`config.mk`:
```
export PLATFORM = sky130hd
export DESIGN_NAME = pc_sequencer
export DESIGN_NICKNAME = d
export VERILOG_FILES = /design/src/rtl/pc_sequencer_pkg.sv /design/src/rtl/pc_sequencer_branch_target_gen.sv /design/src/rtl/pc_sequencer.sv
export SDC_FILE = /design/constraint.sdc
export NUM_CORES = 1
export LEC_CHECK = 0
export CELL_PAD_IN_SITES_DETAIL_PLACEMENT = 0
export CELL_PAD_IN_SITES_GLOBAL_PLACEMENT = 1
export CORE_MARGIN = 4
export CORE_UTILIZATION = 25
export CTS_BUF_LIST = sky130_fd_sc_hd__clkbuf_8
export DETAILED_ROUTE_END_ITERATION = 8
export DONT_BUFFER_PORTS = 1
export PLACE_DENSITY = 0.59
export SYNTH_ARGS = -nofsm -noshare
export SYNTH_HDL_FRONTEND = slang
export SYNTH_SLANG_ARGS = --single-unit
```
`constraint.sdc`:
```
create_clock -name clk_i -period 10.9 [get_ports clk_i]
set_input_delay 2.18 -clock clk_i [delete_from_list [all_inputs] [get_ports clk_i]]
set_output_delay 2.18 -clock clk_i [all_outputs]
set_load 0.1 [all_outputs]
```
`src/rtl/pc_sequencer_pkg.sv`:
```
// pc_sequencer_pkg: shared widths, fetch step and FSM state encoding for the PC sequencer.
package pc_sequencer_pkg;
  localparam int PC_WIDTH = 32;
  localparam logic [PC_WIDTH-1:0] RESET_PC = '0;
  localparam int PC_STEP = 4;
  localparam int OFF_SHIFT = 2;
  typedef enum logic [1:0] {
    S_INIT  = 2'b00,
    S_RUN   = 2'b01,
    S_STALL = 2'b10
  } state_e;
endpackage

```
`src/rtl/pc_sequencer_branch_target_gen.sv`:
```
// branch_target_gen: combinational sequential-PC and branch-target adders.
module branch_target_gen
  import pc_sequencer_pkg::*;
(
  input  logic [PC_WIDTH-1:0] pc_i,
  input  logic [7:0]          offset_i,
  output logic [PC_WIDTH-1:0] seq_o,
  output logic [PC_WIDTH-1:0] target_o
);
  logic [PC_WIDTH-1:0] off_ext;
  assign off_ext  = {{(PC_WIDTH-8){offset_i[7]}}, offset_i} << OFF_SHIFT;
  assign seq_o    = pc_i + PC_WIDTH'(PC_STEP);
  assign target_o = seq_o + off_ext;
endmodule

```
`src/rtl/pc_sequencer.sv`:
```
// pc_sequencer: PC register with branch/jump redirect and stall capture-and-replay.
module pc_sequencer
  import pc_sequencer_pkg::*;
(
  input  logic                clk_i,
  input  logic                reset_i,
  input  logic                dec_valid_i,
  input  logic                jump_i,
  input  logic                branch_eq_i,
  input  logic                branch_ne_i,
  input  logic                zero_i,
  input  logic [7:0]          offset_i,
  input  logic                busywait_i,
  output logic [PC_WIDTH-1:0] pc_o,
  output logic                fetch_en_o,
  output logic                redirect_o,
  output logic                stalled_o
);
  state_e              state_q, state_d;
  logic [PC_WIDTH-1:0] pc_q, pc_d, hold_q, hold_d, seq, target, next_pc;
  logic                hold_taken_q, hold_taken_d, redirect_q, redirect_d, taken;

  branch_target_gen u_btg (
    .pc_i     (pc_q),
    .offset_i (offset_i),
    .seq_o    (seq),
    .target_o (target)
  );

  assign taken   = dec_valid_i & (jump_i | (branch_eq_i & zero_i) | (branch_ne_i & ~zero_i));
  assign next_pc = taken ? target : seq;

  always_comb begin
    state_d      = state_q;
    pc_d         = pc_q;
    hold_d       = hold_q;
    hold_taken_d = hold_taken_q;
    redirect_d   = 1'b0;
    case (state_q)
      S_INIT: state_d = S_RUN;
      S_RUN: begin
        if (busywait_i) begin
          hold_d       = next_pc;
          hold_taken_d = taken;
          state_d      = S_STALL;
        end else begin
          pc_d       = next_pc;
          redirect_d = taken;
        end
      end
      // the decision captured on stall entry wins over whatever is on the inputs now
      S_STALL: begin
        if (!busywait_i) begin
          pc_d       = hold_q;
          redirect_d = hold_taken_q;
          state_d    = S_RUN;
        end
      end
      default: state_d = S_INIT;
    endcase
  end

  always_ff @(posedge clk_i) begin
    if (reset_i) begin
      state_q      <= S_INIT;
      pc_q         <= RESET_PC;
      hold_q       <= '0;
      hold_taken_q <= 1'b0;
      redirect_q   <= 1'b0;
    end else begin
      state_q      <= state_d;
      pc_q         <= pc_d;
      hold_q       <= hold_d;
      hold_taken_q <= hold_taken_d;
      redirect_q   <= redirect_d;
    end
  end

  assign pc_o       = pc_q;
  assign fetch_en_o = state_q != S_INIT;
  assign stalled_o  = state_q == S_STALL;
  assign redirect_o = redirect_q;
endmodule

```
### Word-level counts from Yosys, hierarchy flattened

Index checks and enable logic that the tools add are counted.

* output and inout port bits: 35
* word-level logic and storage cells: 34
* flip-flop bits (word level): 68
* bits of input ports: 16

* add/sub/neg operators: 2
* mux-type cells: 10
* reductions and logical operators: 6
* bitwise operators: 6
* equal/unequal tests: 5

Operator list (count)
* 2-to-1 mux 32 bit: 3
* one-hot mux 32 bit (2 select lines): 1
* adder 32 x 3 -> 32 bit, second input constant: 1
* adder 32 bit: 1
* != test 2 bit, second input constant: 3
* one-hot mux 2 bit (3 select lines): 1
* 2-to-1 mux 2 bit: 2
* AND reduction 2 bit: 2
* nonzero test 2 bit: 2
* AND 1 bit: 3
* AND reduction 3 bit: 1
* == test 2 x 1 -> 1 bit, second input constant: 1
* == test 2 bit, second input constant: 1
* logical NOT 2 bit: 1
* 2-to-1 mux 1 bit: 2
* bitwise OR 1 bit: 2
* one-hot mux 1 bit (2 select lines): 1
* NOT 1 bit: 1

### Depth between registers and ports, before layout

* depth after elaboration: 7
* gate-level depth with buffers: 17
* mapped depth without buffers: 15

### Modules after synthesis

From an unflattened synthesis, not the netlist that was laid out.

* cells, all modules: 724
* area total of the unflattened synthesis: 6025.8 µm²

Modules (own cells, without submodules)
* pc_sequencer: area an instance 3778.6 µm², cells each 405, instances 1
* branch_target_gen: area an instance 2247.2 µm², cells each 319, instances 1

### Worst setup path before layout

OpenSTA, ideal clock, no wires.

* kind: input -> register
* start: input port offset_i[0]
* end: register pc_q[22], in the netlist pc_o[22]
* stages: 10
* required time: 10.781 ns
* arrival time: 4.398 ns
* setup time: 0.119 ns
* buffers on the path: 0
* setup slack: 6.383 ns
* path through: ha_1 -> fa_1 -> a21o_1 -> a221o_1 -> o2111ai_1 -> nand2_1 -> a21oi_1 -> xor2_1 -> o211ai_1 -> a32o_1

* word-level cells in the longest chain between the ends: 4

Ends and longest elaborated chain
* start, declared: RTL line pc_sequencer.sv:12 `input logic [7:0] offset_i,`
* adder 32 bit: RTL line pc_sequencer_branch_target_gen.sv:13 `assign target_o = seq_o + off_ext;`
* 2-to-1 mux 32 bit: RTL line pc_sequencer.sv:31 `assign next_pc = taken ? target : seq;`
* 2-to-1 mux 32 bit: RTL line pc_sequencer.sv:42 `if (busywait_i) begin`
* one-hot mux 32 bit (2 select lines): RTL line pc_sequencer.sv:39 `case (state_q)`
* end signal, assigned: RTL line pc_sequencer.sv:72 `pc_q <= pc_d;`
* end, declared: RTL line pc_sequencer.sv:20 `logic [PC_WIDTH-1:0] pc_q, pc_d, hold_q, hold_d, seq, target, next_pc;`

Every way passes these cells. The select of a mux whose other input is x is not followed.
A chain may end at the register's enable or synchronous reset.

### Worst setup path after layout

* start: register pc_q[5], in the netlist pc_o[5]
* end: register hold_q[29]

* word-level cells in the longest chain between the ends: 3

Ends and longest elaborated chain
* adder 32 x 3 -> 32 bit *: RTL line pc_sequencer_branch_target_gen.sv:12 `assign seq_o = pc_i + PC_WIDTH'(PC_STEP);`
* adder 32 bit: RTL line pc_sequencer_branch_target_gen.sv:13
* 2-to-1 mux 32 bit *: RTL line pc_sequencer.sv:31
* end signal, assigned: RTL line pc_sequencer.sv:73 `hold_q <= hold_d;`
* end, declared: RTL line pc_sequencer.sv:20

Every way passes the cells marked *; elsewhere a longest branch is shown, timed or not.

==> metrics.log <==
[metrics] clock transition time at the flip-flop clock pins of the worst setup and hold paths: 0.08 ns
[metrics] total wire length: 17.1 mm
[metrics] CTS resizes: 0
[metrics] Ports: 51
[metrics] number of global-route vias before repair: 4,937
[metrics] Netlist Area Pre-Place: 0.00525 mm2
[metrics] wire length of the first global-routing pass: 27.4 mm
[metrics] die area: 0.0234 mm2
[metrics] Final Util: 0.281
[metrics] worst-skew pair later-pin latency: 0.35 ns
[metrics] Setup TNS Final: 0 ns
[metrics] kind of critical path: flop to flop
[metrics] final standard cell area without fillers: 0.00574 mm2
[metrics] global-route usage over all layers: 0.144
[metrics] number of antenna violations at the first check in global routing: 0
[metrics] DRC violation count after routing: 0
[metrics] detailed-route via count: 4,993
[metrics] clk root buf: clkbuf_8
[metrics] Min-Delay Path Class: flop to flop
[metrics] DR iter-0 viols: 208
[metrics] fraction of final layout cells sized beyond drive strength 1: 0.0799
[metrics] yosys warns: 0
[metrics] headroom to the max-slew limit: 0.207
[metrics] GR Util met3: 0.0416
[metrics] final hold violation count: 0
[metrics] Final Slew Violations: 0
[metrics] crit path launch type: flop
[metrics] mean instance size in the synthesized netlist: 7.70 um2
[metrics] sequential area share after synthesis: 0.259
[metrics] required time at the worst-slack endpoint: 11.19 ns
[metrics] Post-Syn Instances: 682
[metrics] Post-synth ARST share: 0
[metrics] Num Clock Sinks: 68
[metrics] routed wire length per instance: 18.0 um
[metrics] Core Box Area: 0.0204 mm2
[metrics] Yosys cell types: 69
[metrics] post-layout minimum cycle time: 4.85 ns
[metrics] die outline height: 153 um
[metrics] Inserted Clock Buffers: 9
[metrics] power density over the cells: 135 mW/mm2
[metrics] # nets final: 728
[metrics] arrival time reported for the critical path endpoint: 5.14 ns
[metrics] number of placed cells counting well taps: 930
[metrics] crit path max fanout: 7
[metrics] maximum number of pins on one net before global-route repair: 47
[metrics] endpoint type of the worst setup path: flop
[metrics] worst slew pin tran: 1.19 ns
[metrics] worst-case vdd ir drop: 50.8 uV
[metrics] global-route congestion overflow total: 0
[metrics] global placement routability congestion: 0.853
[metrics] setup bufs post-CTS: 0
[metrics] Longest Clk Path Bufs: 2
[metrics] row cnt: 52
[metrics] share of the clock period used by the worst path: 0.445
[metrics] horizontal die dimension: 153 um
[metrics] number of cell instances on the worst register-to-register path: 14
[metrics] number of buffers inserted by hold repair at cts: 0
[metrics] number of iterations in the first detailed-routing pass: 4
[metrics] final setup violation count: 0
[metrics] remaining antenna violation count: 0
[metrics] met1 Track Usage GR: 0.184
[metrics] met2 usage: 0.239
[metrics] number of flops mapped to enable cells by yosys: 0
[metrics] RSZ-0062 raised after global routing: no
[metrics] Post-Place Cell Area: 0.00555 mm2
[metrics] cell leakage power: 2.21 nW
[metrics] total half-perimeter wirelength after legalization and detailed placement: 12.7 mm
[metrics] fmax: 206 MHz
[metrics] number of maximum-capacitance violations: 0
[metrics] Max H-tree Level: 3
[metrics] Non-Filler Instances: 946
[metrics] Most used DFF post-synth: dfxtp_1
[metrics] ant diodes: 0
[metrics] count of buffers from port buffering: 0
[metrics] layer with the highest usage after global routing: met2
[metrics] flip-flop and latch count after synthesis: 68
[metrics] setup clock skew after layout: 0.0113 ns
[metrics] layout-stage area growth over the synthesis result: 9.24%
[metrics] CTS tree: yes
[metrics] result of the run: finished clean
[metrics] via density per instance: 5.28
[metrics] post-synth net total: 739
[metrics] initial core utilization: 0.257
[metrics] worst hold path depth: 2
[per-layer routing]
| layer | share of wire | routed length (um) |
|---|---|---|
| met1 | 0.45 | 7760 |
| met2 | 0.46 | 7920 |
| met3 | 0.062 | 1060 |
| met4 | 0.019 | 329 |
| met5 | 0 | 0 |
[area by class of cell]
type / count / area, um2
clock buffer: 11 / 151
clock inverter: 5 / 35.0
multi-input combinational: 560 / 3670
fill: 2256 / 14700
inverter: 15 / 56.3
timing repair buffer: 17 / 128
tap: 270 / 338
sequential: 68 / 1360
[final timing paths]
check             slack (ns)       from         end
setup / recovery        6.05    pc_o[5]  hold_q[29]
hold / removal          0.45  hold_q[1]   hold_q[1]
setup reg to reg        6.05    pc_o[5]  hold_q[29]
hold reg to reg         0.45  hold_q[1]   hold_q[1]
[registers in the layout, indices dropped and copies added, names as in the netlist]
| name | flops |
|---|---|
| hold_q | 32 |
| pc_o | 32 |
| state_q | 2 |
| hold_taken_q | 1 |
| redirect_o | 1 |
[kinds of logic after synthesis]
kind of cell / synth area share
and+or+nand+nor: 0.217
AOI/OAI and AO/OA: 0.258
DFF: 0.259
buffers and inverters: 0.0436
xor gates and xnor gates: 0.0884
adders and majority gates: 0.0991
muxes: 0.0348
[power by group]
| part | internal [mW] | switching, mW | leakage, nW |
|---|---|---|---|
| clock | 0.0954 | 0.102 | 0.0957 |
| combinational | 0.0837 | 0.176 | 1.56 |
| sequential | 0.269 | 0.0515 | 0.553 |
[layout by cell type (no fill, tap or decap), drive strengths merged, types with 16 or more instances in the layout]
cell type  Yosys  layout
nand2         87      87
dfxtp         68      68
nand3         27      27
ha            40      40
a31oi         17      17
xor2          21      21
nor3          26      26
xnor2         32      32
mux2i         16      16
buf           10      17
o21ai         50      50
a21oi         54      54
nor2          55      55
inv           15      16
[synth_stat cells (all sizes together) (5+ instances only)]
cell,n,area [um2]
nand2,87,327
dfxtp,68,1360
nor2,55,206
a21oi,54,270
o21ai,50,254
ha,40,500
xnor2,32,280
clkbuf,29,109
nand3,27,135
nor3,26,130
xor2,21,184
a31oi,17,128
mux2i,16,160
inv,15,56.3
a211oi,14,123
buf,10,63.8
o211ai,10,75.1
a21o,9,67.6
nand4,9,56.3
and4,6,55.1
nand2b,6,37.5
and2,5,31.3
nor2b,5,31.3
o21a,5,37.5
[critical path, cell delays in order, from the launching register on]
cell	delay (ns)
dfxtp_1	1.08
and4_1	0.48
nand3_1	0.26
or2_1	0.41
nor2_1	0.17
xor2_1	0.28
ha_1	0.35
and2_1	0.21
and3_1	0.21
o31ai_1	0.29
a31oi_2	0.12
a31oi_4	0.25
nor3_1	0.07
or3b_1	0.45
a21oi_1	0.16
[metrics by stage]
step	worst slack (ns)	total power, mW	hold WS [ns]
final	6.05	0.777	0.454
after global placement	6.12	0.581	0.437
after floorplan	6.38	0.524	0.436
after global routing	5.69	0.825	0.475
after detailed placement	6.10	0.584	0.442
after CTS	6.06	0.786	0.454
Note: power is estimated with default switching activity, not from simulation.
